[src/rtl/alu_pkg.sv]
// alu_pkg: add/subtract opcode encoding shared by the adder and ALU decode
package alu_pkg;
  typedef enum logic [1:0] {ADD = 2'b00, SUB = 2'b01, ADC = 2'b10, SBC = 2'b11} addsub_op_t;
endpackage

[src/rtl/add_slice.sv]
// add_slice: combinational W-bit ripple-carry slice; c_msb is the carry into the top bit
module add_slice #(
  parameter int W = 16
) (
  input  logic [W-1:0] a,
  input  logic [W-1:0] b,
  input  logic         cin,
  output logic [W-1:0] sum,
  output logic         cout,
  output logic         c_msb
);
  logic [W:0] c;
  always_comb begin
    c = '0;
    sum = '0;
    c[0] = cin;
    for (int i = 0; i < W; i++) begin
      sum[i] = a[i] ^ b[i] ^ c[i];
      c[i+1] = (a[i] & b[i]) | (c[i] & (a[i] ^ b[i]));
    end
  end
  assign cout = c[W];
  assign c_msb = c[W-1];
endmodule

[src/rtl/pipelined_add_sub.sv]
// pipelined_add_sub: STAGES-deep add/sub with NZVC flags; stage k ripples slice k and
// carries the unprocessed upper operand bits and the finished lower sum bits forward.
module pipelined_add_sub
  import alu_pkg::*;
#(
  parameter int WIDTH  = 64,
  parameter int STAGES = 4,
  parameter int TAG_W  = 5
) (
  input  logic             clk,
  input  logic             reset,
  input  logic             in_valid,
  output logic             in_ready,
  input  logic [1:0]       op,
  input  logic [WIDTH-1:0] a,
  input  logic [WIDTH-1:0] b,
  input  logic             cin,
  input  logic [TAG_W-1:0] tag_in,
  output logic             out_valid,
  input  logic             out_ready,
  output logic [WIDTH-1:0] result,
  output logic [TAG_W-1:0] tag_out,
  output logic             negative,
  output logic             zero,
  output logic             overflow,
  output logic             carry_out
);
  localparam int CHUNK = WIDTH / STAGES;
  if (STAGES < 1 || WIDTH % STAGES != 0) begin : g_chk
    $error("pipelined_add_sub: WIDTH must be a multiple of STAGES");
  end
  addsub_op_t op_e;
  logic advance, c0;
  logic [WIDTH-1:0] b_eff;
  assign op_e = addsub_op_t'(op);
  assign b_eff = (op_e == SUB || op_e == SBC) ? ~b : b;
  assign c0 = op_e == ADD ? 1'b0 : op_e == SUB ? 1'b1 : cin;
  // the whole pipe stalls together; bubbles are not squeezed out
  assign advance = ~out_valid | out_ready;
  assign in_ready = advance;
  for (genvar k = 0; k < STAGES; k++) begin : g_st
    localparam int REM = (STAGES - k) * CHUNK;
    logic [REM-1:0] a_p, b_p;
    logic c_p, v_p, cout, c_msb, v_q, c_q;
    logic [TAG_W-1:0] t_p, t_q;
    logic [CHUNK-1:0] sum;
    logic [(k+1)*CHUNK-1:0] s_d, s_q;
    if (k == 0) begin : g_in
      assign a_p = a;
      assign b_p = b_eff;
      assign c_p = c0;
      assign v_p = in_valid;
      assign t_p = tag_in;
      assign s_d = sum;
    end else begin : g_in
      assign a_p = g_st[k-1].g_op.a_q;
      assign b_p = g_st[k-1].g_op.b_q;
      assign c_p = g_st[k-1].c_q;
      assign v_p = g_st[k-1].v_q;
      assign t_p = g_st[k-1].t_q;
      assign s_d = {sum, g_st[k-1].s_q};
    end
    add_slice #(.W(CHUNK)) u_slice (
      .a(a_p[CHUNK-1:0]), .b(b_p[CHUNK-1:0]), .cin(c_p), .sum(sum), .cout(cout), .c_msb(c_msb)
    );
    // payload only loads under a valid op, so the last stage holds its outputs across bubbles
    always_ff @(posedge clk or posedge reset)
      if (reset) begin
        v_q <= 1'b0;
        c_q <= 1'b0;
        t_q <= '0;
        s_q <= '0;
      end else if (advance) begin
        v_q <= v_p;
        if (v_p) begin
          c_q <= cout;
          t_q <= t_p;
          s_q <= s_d;
        end
      end
    if (k < STAGES - 1) begin : g_op
      logic [REM-CHUNK-1:0] a_q, b_q;
      logic unused_c_msb;
      assign unused_c_msb = c_msb;
      always_ff @(posedge clk or posedge reset)
        if (reset) begin
          a_q <= '0;
          b_q <= '0;
        end else if (advance && v_p) begin
          a_q <= a_p[REM-1:CHUNK];
          b_q <= b_p[REM-1:CHUNK];
        end
    end else begin : g_fl
      logic n_q, z_q, o_q;
      always_ff @(posedge clk or posedge reset)
        if (reset) begin
          n_q <= 1'b0;
          z_q <= 1'b0;
          o_q <= 1'b0;
        end else if (advance && v_p) begin
          n_q <= s_d[WIDTH-1];
          z_q <= ~|s_d;
          o_q <= c_msb ^ cout;
        end
    end
  end
  assign out_valid = g_st[STAGES-1].v_q;
  assign result = g_st[STAGES-1].s_q;
  assign tag_out = g_st[STAGES-1].t_q;
  assign carry_out = g_st[STAGES-1].c_q;
  assign negative = g_st[STAGES-1].g_fl.n_q;
  assign zero = g_st[STAGES-1].g_fl.z_q;
  assign overflow = g_st[STAGES-1].g_fl.o_q;
endmodule

[config.mk]
export PLATFORM = sky130hd
export DESIGN_NAME = pipelined_add_sub
export DESIGN_NICKNAME = d
export VERILOG_FILES = /design/src/rtl/alu_pkg.sv /design/src/rtl/add_slice.sv /design/src/rtl/pipelined_add_sub.sv
export SDC_FILE = /design/constraint.sdc
export NUM_CORES = 1
export LEC_CHECK = 0
export CAP_MARGIN = 5
export CELL_PAD_IN_SITES_DETAIL_PLACEMENT = 2
export CELL_PAD_IN_SITES_GLOBAL_PLACEMENT = 2
export CORE_ASPECT_RATIO = 0.7
export CORE_MARGIN = 2
export CORE_UTILIZATION = 42
export CTS_CLUSTER_SIZE = 40
export DETAILED_ROUTE_END_ITERATION = 8
export PLACE_DENSITY_LB_ADDON = 0.1
export SLEW_MARGIN = 5
export SYNTH_ARGS = -nofsm -noshare
export SYNTH_HDL_FRONTEND = slang
export SYNTH_SLANG_ARGS = --single-unit
export TNS_END_PERCENT = 10
[constraint.sdc]
create_clock -name clk -period 42.3 [get_ports clk]
set_clock_uncertainty 0.05 [all_clocks]
set_input_delay 8.46 -clock clk [delete_from_list [all_inputs] [get_ports clk]]
set_output_delay 8.46 -clock clk [all_outputs]
set_load 0.05 [all_outputs]
Word level (Yosys, flattened, before mapping)
Cells that the tools add are included.
W data, S select, Z words.
{ "totals": {"output_inout_bits": 75, "n_memories": 0, "latch_bits": 0, "rom_bits": 0, "ram_bits": 0, "in_bits": 140, "wordCells": 366, "regBits": 383} }
{ "classes": {"bitwise_logic": 324, "n_addsub": 0, "reduce_logical": 12, "muxes": 3, "mul": 0, "magnitude_cmp": 0, "n_eq_ne": 2, "div_mod_pow": 0, "shifts": 0} }
{ "ops": {"columns": ["cell", "count"], "rows": [
  ["$xor A1 B1 Y1", 129],
  ["$and A1 B1 Y1", 128],
  ["$or A1 B1 Y1", 65],
  ["$mux W64", 1],
  ["$not A64 Y64", 1],
  ["$reduce_or A64 Y1", 1],
  ["$reduce_and A2 Y1", 4],
  ["$logic_and A1 B1 Y1", 4],
  ["$eq A2 B1 Y1 const B", 1],
  ["$eq A2 B2 Y1 const B", 1],
  ["$logic_not A2 Y1", 1],
  ["$mux W1", 2],
  ["$logic_not A1 Y1", 1],
  ["$logic_or A1 B1 Y1", 1],
  ["$not A1 Y1", 1]
]} }

Longest topological paths before layout
{ "depth": {"word_depth": 36, "depth_mapped": 23, "ltp_nobuf": 22} }

Modules after synthesis
A second synthesis with hierarchy kept.
{ "hier_totals": {"cells_unflattened": 1069, "area_unflattened_um2": 16378.2} }
{ "by_module_without_submodules": {"columns": ["mod", "area_per_inst_um2", "cells_per_inst", "instances", "seq_area_each_um2"], "rows": [
  ["pipelined_add_sub", 14946.8, 965, 1, 9559.2],
  ["add_slice", 357.8, 26, 4, 0.0]
]} }

Worst setup path before layout
Ideal clock, no wire load.
{ "synth_path": {"kind": "input to output", "startpoint": "input port out_ready", "endpoint": "output port in_ready", "t_arrival_ns": 8.717, "path_stages": 2, "slack_ns": 25.073, "n_path_buf": 0, "required_time_ns": 33.790, "path_cell_list": "nor2b_4 > inv_4"} }
{ "synth_between": {"elab_chain_cells": 1} }
{ "synth_rtl": {"columns": ["element", "line", "source"], "rows": [
  ["from (decl)", "pipelined_add_sub.sv:20", "input logic out_ready,"],
  ["$or A1 B1 Y1", "pipelined_add_sub.sv:39", "assign advance = ~out_valid | out_ready;"],
  ["to (decl)", "pipelined_add_sub.sv:13", "output logic in_ready,"]
]} }
No other way between the ends.

Worst setup path after layout
Ends and elaborated chain as after synthesis.

==> qor.yml <==
ctsResizeCount: 0
ir_worst_vdd_mv: 0.0362
clock-sinks: 382
r2r_cells: 22
muxShareOfSynthArea_pct: 21.3
seqCellArea_um2: 9560
path_cells: "clkdlybuf4s50_1 -> nor2b_4 -> inv_4 -> clkdlybuf4s50_1"
synth_top_cell_area_share_pct: 58.7
grt_pass1_vias: 10600
dr.first_iter.drc_count: 292
syn-cell-area_um2: 16300
min_to: "g_st[0].g_op.b_q[16]"
synthSimpleGateAreaFrac_pct: 2.93
worstReg2RegEnd: "zero"
synth_compound_area_share_pct: 2.21
stdcell_count: 1820
crit_buf_inv: 3
vias_per_cell: 5.03
std_cell_rows: 60
n_antenna_cell: 0
slowest_delay_ns: 0.83
multi_input_area_um2: 6170
postSynthCellCount: 1086
post_drt_wl_per_cell_um: 21.4
yosysWarnings: 0
cts_inserted_buffers: 39
initial_utilization_pct: 42.5
power_density_nw_per_um2: 84.7
r2r_start: "g_st[2].c_q"
required_ns: 33.79
endpoint_kind: "output pin"
synth_edf_count: 0
grt_max_degree: 172
drive_gt1_share_pct: 29.1
max_freq_mhz: 54.0
critical-path-top-cell-by-count: "clkdlybuf4s50_1"
rrSetupSlack_ns: 33.48
vias: 9147
crit_family: "buffers and inverters"
status: "finished, final reports clean"
setup_viol: 0
finalMaxSlewViolations: 0
hpwl_um: 25600
worst_pin_slew_ns: 1.04
antenna_found_initial: 0
synth_fa_ha_area_share_pct: 7.87
synth_fp_nets: 1290
drc: 0
synth_top_family_by_area: "multiplexers"
period_minus_slack_ns: 18.53
htree_num_levels: 2
clk_latency_ns: 0.53
rsz0062_at_grt: "false"
io_buffers: 214
relSlewSlack_pct: 30.8
min_from: "g_st[0].g_op.b_q[16]"
drv_cap: 0
core-area_um2: 38300
ios: 215
dieArea_um2: 40400
synth-async-reset-ratio_pct: 100
post_cts_buffers: 0
drt_wl_total_um: 39000
synth_area_leaders: "dfrtp_1 (59%), mux2_2 (21%), fa_1 (7.9%)"
hold_depth: 2
die_h_um: 169
synthTopCellsByCount: "dfrtp_1 (382), mux2_2 (306), nand2_1 (75)"
yosysMostFrequentCell: "dfrtp_1"
tns_ns: 0
cp.arrival_ns: 10.02
path_clk_slew_ns: 0.06
synth_seq_cells: 382
synth-xor-area-share_pct: 3.50
gp_congestion: 0.713
cts_root_buf: "clkbuf_16"
hold_class: "flip-flop to flip-flop"
crit_type: "input pin to output pin"
avgSynthCellArea_um2: 15.0
synth_flop_cell: "dfrtp_1"
cts_tree: "done"
clock_path_buffers: 3
antenna_left: 0
yosysTopAreaCell: "dfrtp_1"
crit_slowest_cell: "clkdlybuf4s50_1"
ys_seq_area_share_pct: 58.7
area_growth_pct: 23.6
die_w_um: 239
leakagePower_nw: 8.60
dr.pass1.iters: 4
grt_pass1_wl_um: 62000
synth.distinct_cells: 26
post-place-cells: 1749
hold_viol: 0
worst-path-max-fanout: 6
start_kind: "input pin"
final_nets: 1498
min_period_over_period_pct: 43.8
fillers: 3526
grt_use_total_pct: 20.1
hold_buffers: 0
grt_remaining_overflow: 0
==> area by class of cell <==
cell class,instances,share of cell area (%)
inverters,37,0.740
clock inverters,14,1.24
repair buffers,222,11.0
multi-input cells,612,30.7
flip-flops and latches,382,47.5
clock buffers,57,5.79
well taps,496,3.08
==> cell families (layout without fill, tap and decap cells) <==
logic type / count (synthesis) / count (layout)
flip-flops: 382 / 382
multiplexers: 308 / 308
AND/OR/NAND/NOR: 104 / 104
buffers and inverters: 92 / 330
AO/OA/AOI/OAI: 71 / 71
XOR/XNOR: 65 / 65
adder cells (fa/ha/maj): 64 / 64
==> layout by cell type, fill, tap and decap left out, types with 2 or more instances in the layout <==
cell type        Yosys  final
a21oi_1              2      2
clkbuf_1             4      8
clkbuf_16            0     41
dfrtp_1            382    382
clkbuf_8             0      8
nand2_1             75     75
o21ai_0             68     68
buf_4                7      8
nor4_1              15     15
inv_1               36     35
nand4_1              3      3
nand2_4              2      3
clkinv_2             0      6
bufinv_16            0      7
nor2_1               3      3
xor2_1               4      4
xnor2_1             61     61
clkdlybuf4s50_1      0    213
fa_1                64     64
mux2_2             306    306
==> stage by stage <==
| step | util, % | instance area (um2) | worst slack, ns | power [mW] | hold slack [ns] |
|---|---|---|---|---|---|
| floorplan | - | 16300 | 23.18 | 1.10 | 0.395 |
| global placement | 48.9 | 18700 | 23.80 | 1.30 | 0.410 |
| detailed placement | 48.9 | 18700 | 23.77 | 1.34 | 0.419 |
| CTS | 52.6 | 20100 | 23.76 | 1.74 | 0.441 |
| global route | 52.6 | 20100 | 23.73 | 1.82 | 0.465 |
| finish | 52.6 | 20100 | 23.77 | 1.70 | 0.431 |
==> metal layers <==
layer  GRT usage, %  vias to the layer above  part of all wire, %  wire length [um]
li1               -                     4082                    -                 -
met1           28.3                     4881                   47             18100
met2           33.3                      133                   49             19000
met3           2.90                       51                  2.8              1090
met4           4.65                        0                  1.8               691
met5              0                        -                    0                 0
==> tightest hold or removal path: stages, from the launching register on <==
cell and delay, ns:
dfrtp_1 0.34, nand2_1 0.04, o21ai_0 0.06
==> how the worst max path moves through the flow <==
| stage | startpoint | endpoint | cells past startpoint | slack, ns |
|---|---|---|---|---|
| 3_3_place_gp | out_ready | in_ready | 4 | 23.80 |
| 3_5_place_dp | out_ready | in_ready | 4 | 23.77 |
| 6_report | out_ready | in_ready | 4 | 23.77 |
| 4_1_cts | out_ready | in_ready | 4 | 23.76 |
| 5_1_grt | out_ready | in_ready | 4 | 23.73 |
| 2_1_floorplan | reset | carry_out | 1 | 23.18 |
==> power by group <==
| group | internal [mW] | total (mW) | switching (mW) | leakage (nW) |
|---|---|---|---|---|
| Clock | 0.234 | 0.378 | 0.143 | 0.699 |
| Sequential | 0.533 | 0.651 | 0.118 | 4.57 |
| Combinational | 0.319 | 0.676 | 0.357 | 3.33 |
| Total | 1.09 | 1.70 | 0.618 | 8.60 |
==> flip-flops by register name, summed over array words and instances, names as in the netlist <==
name / cells
overflow: 1
g_st.v_q: 3
g_st.t_q: 15
g_st.g_op.b_q: 96
g_st.c_q: 3
carry_out: 1
result: 64
g_st.g_op.a_q: 96
tag_out: 5
g_st.s_q: 96
zero: 1
out_valid: 1
Power figures use the tool's default switching activity.
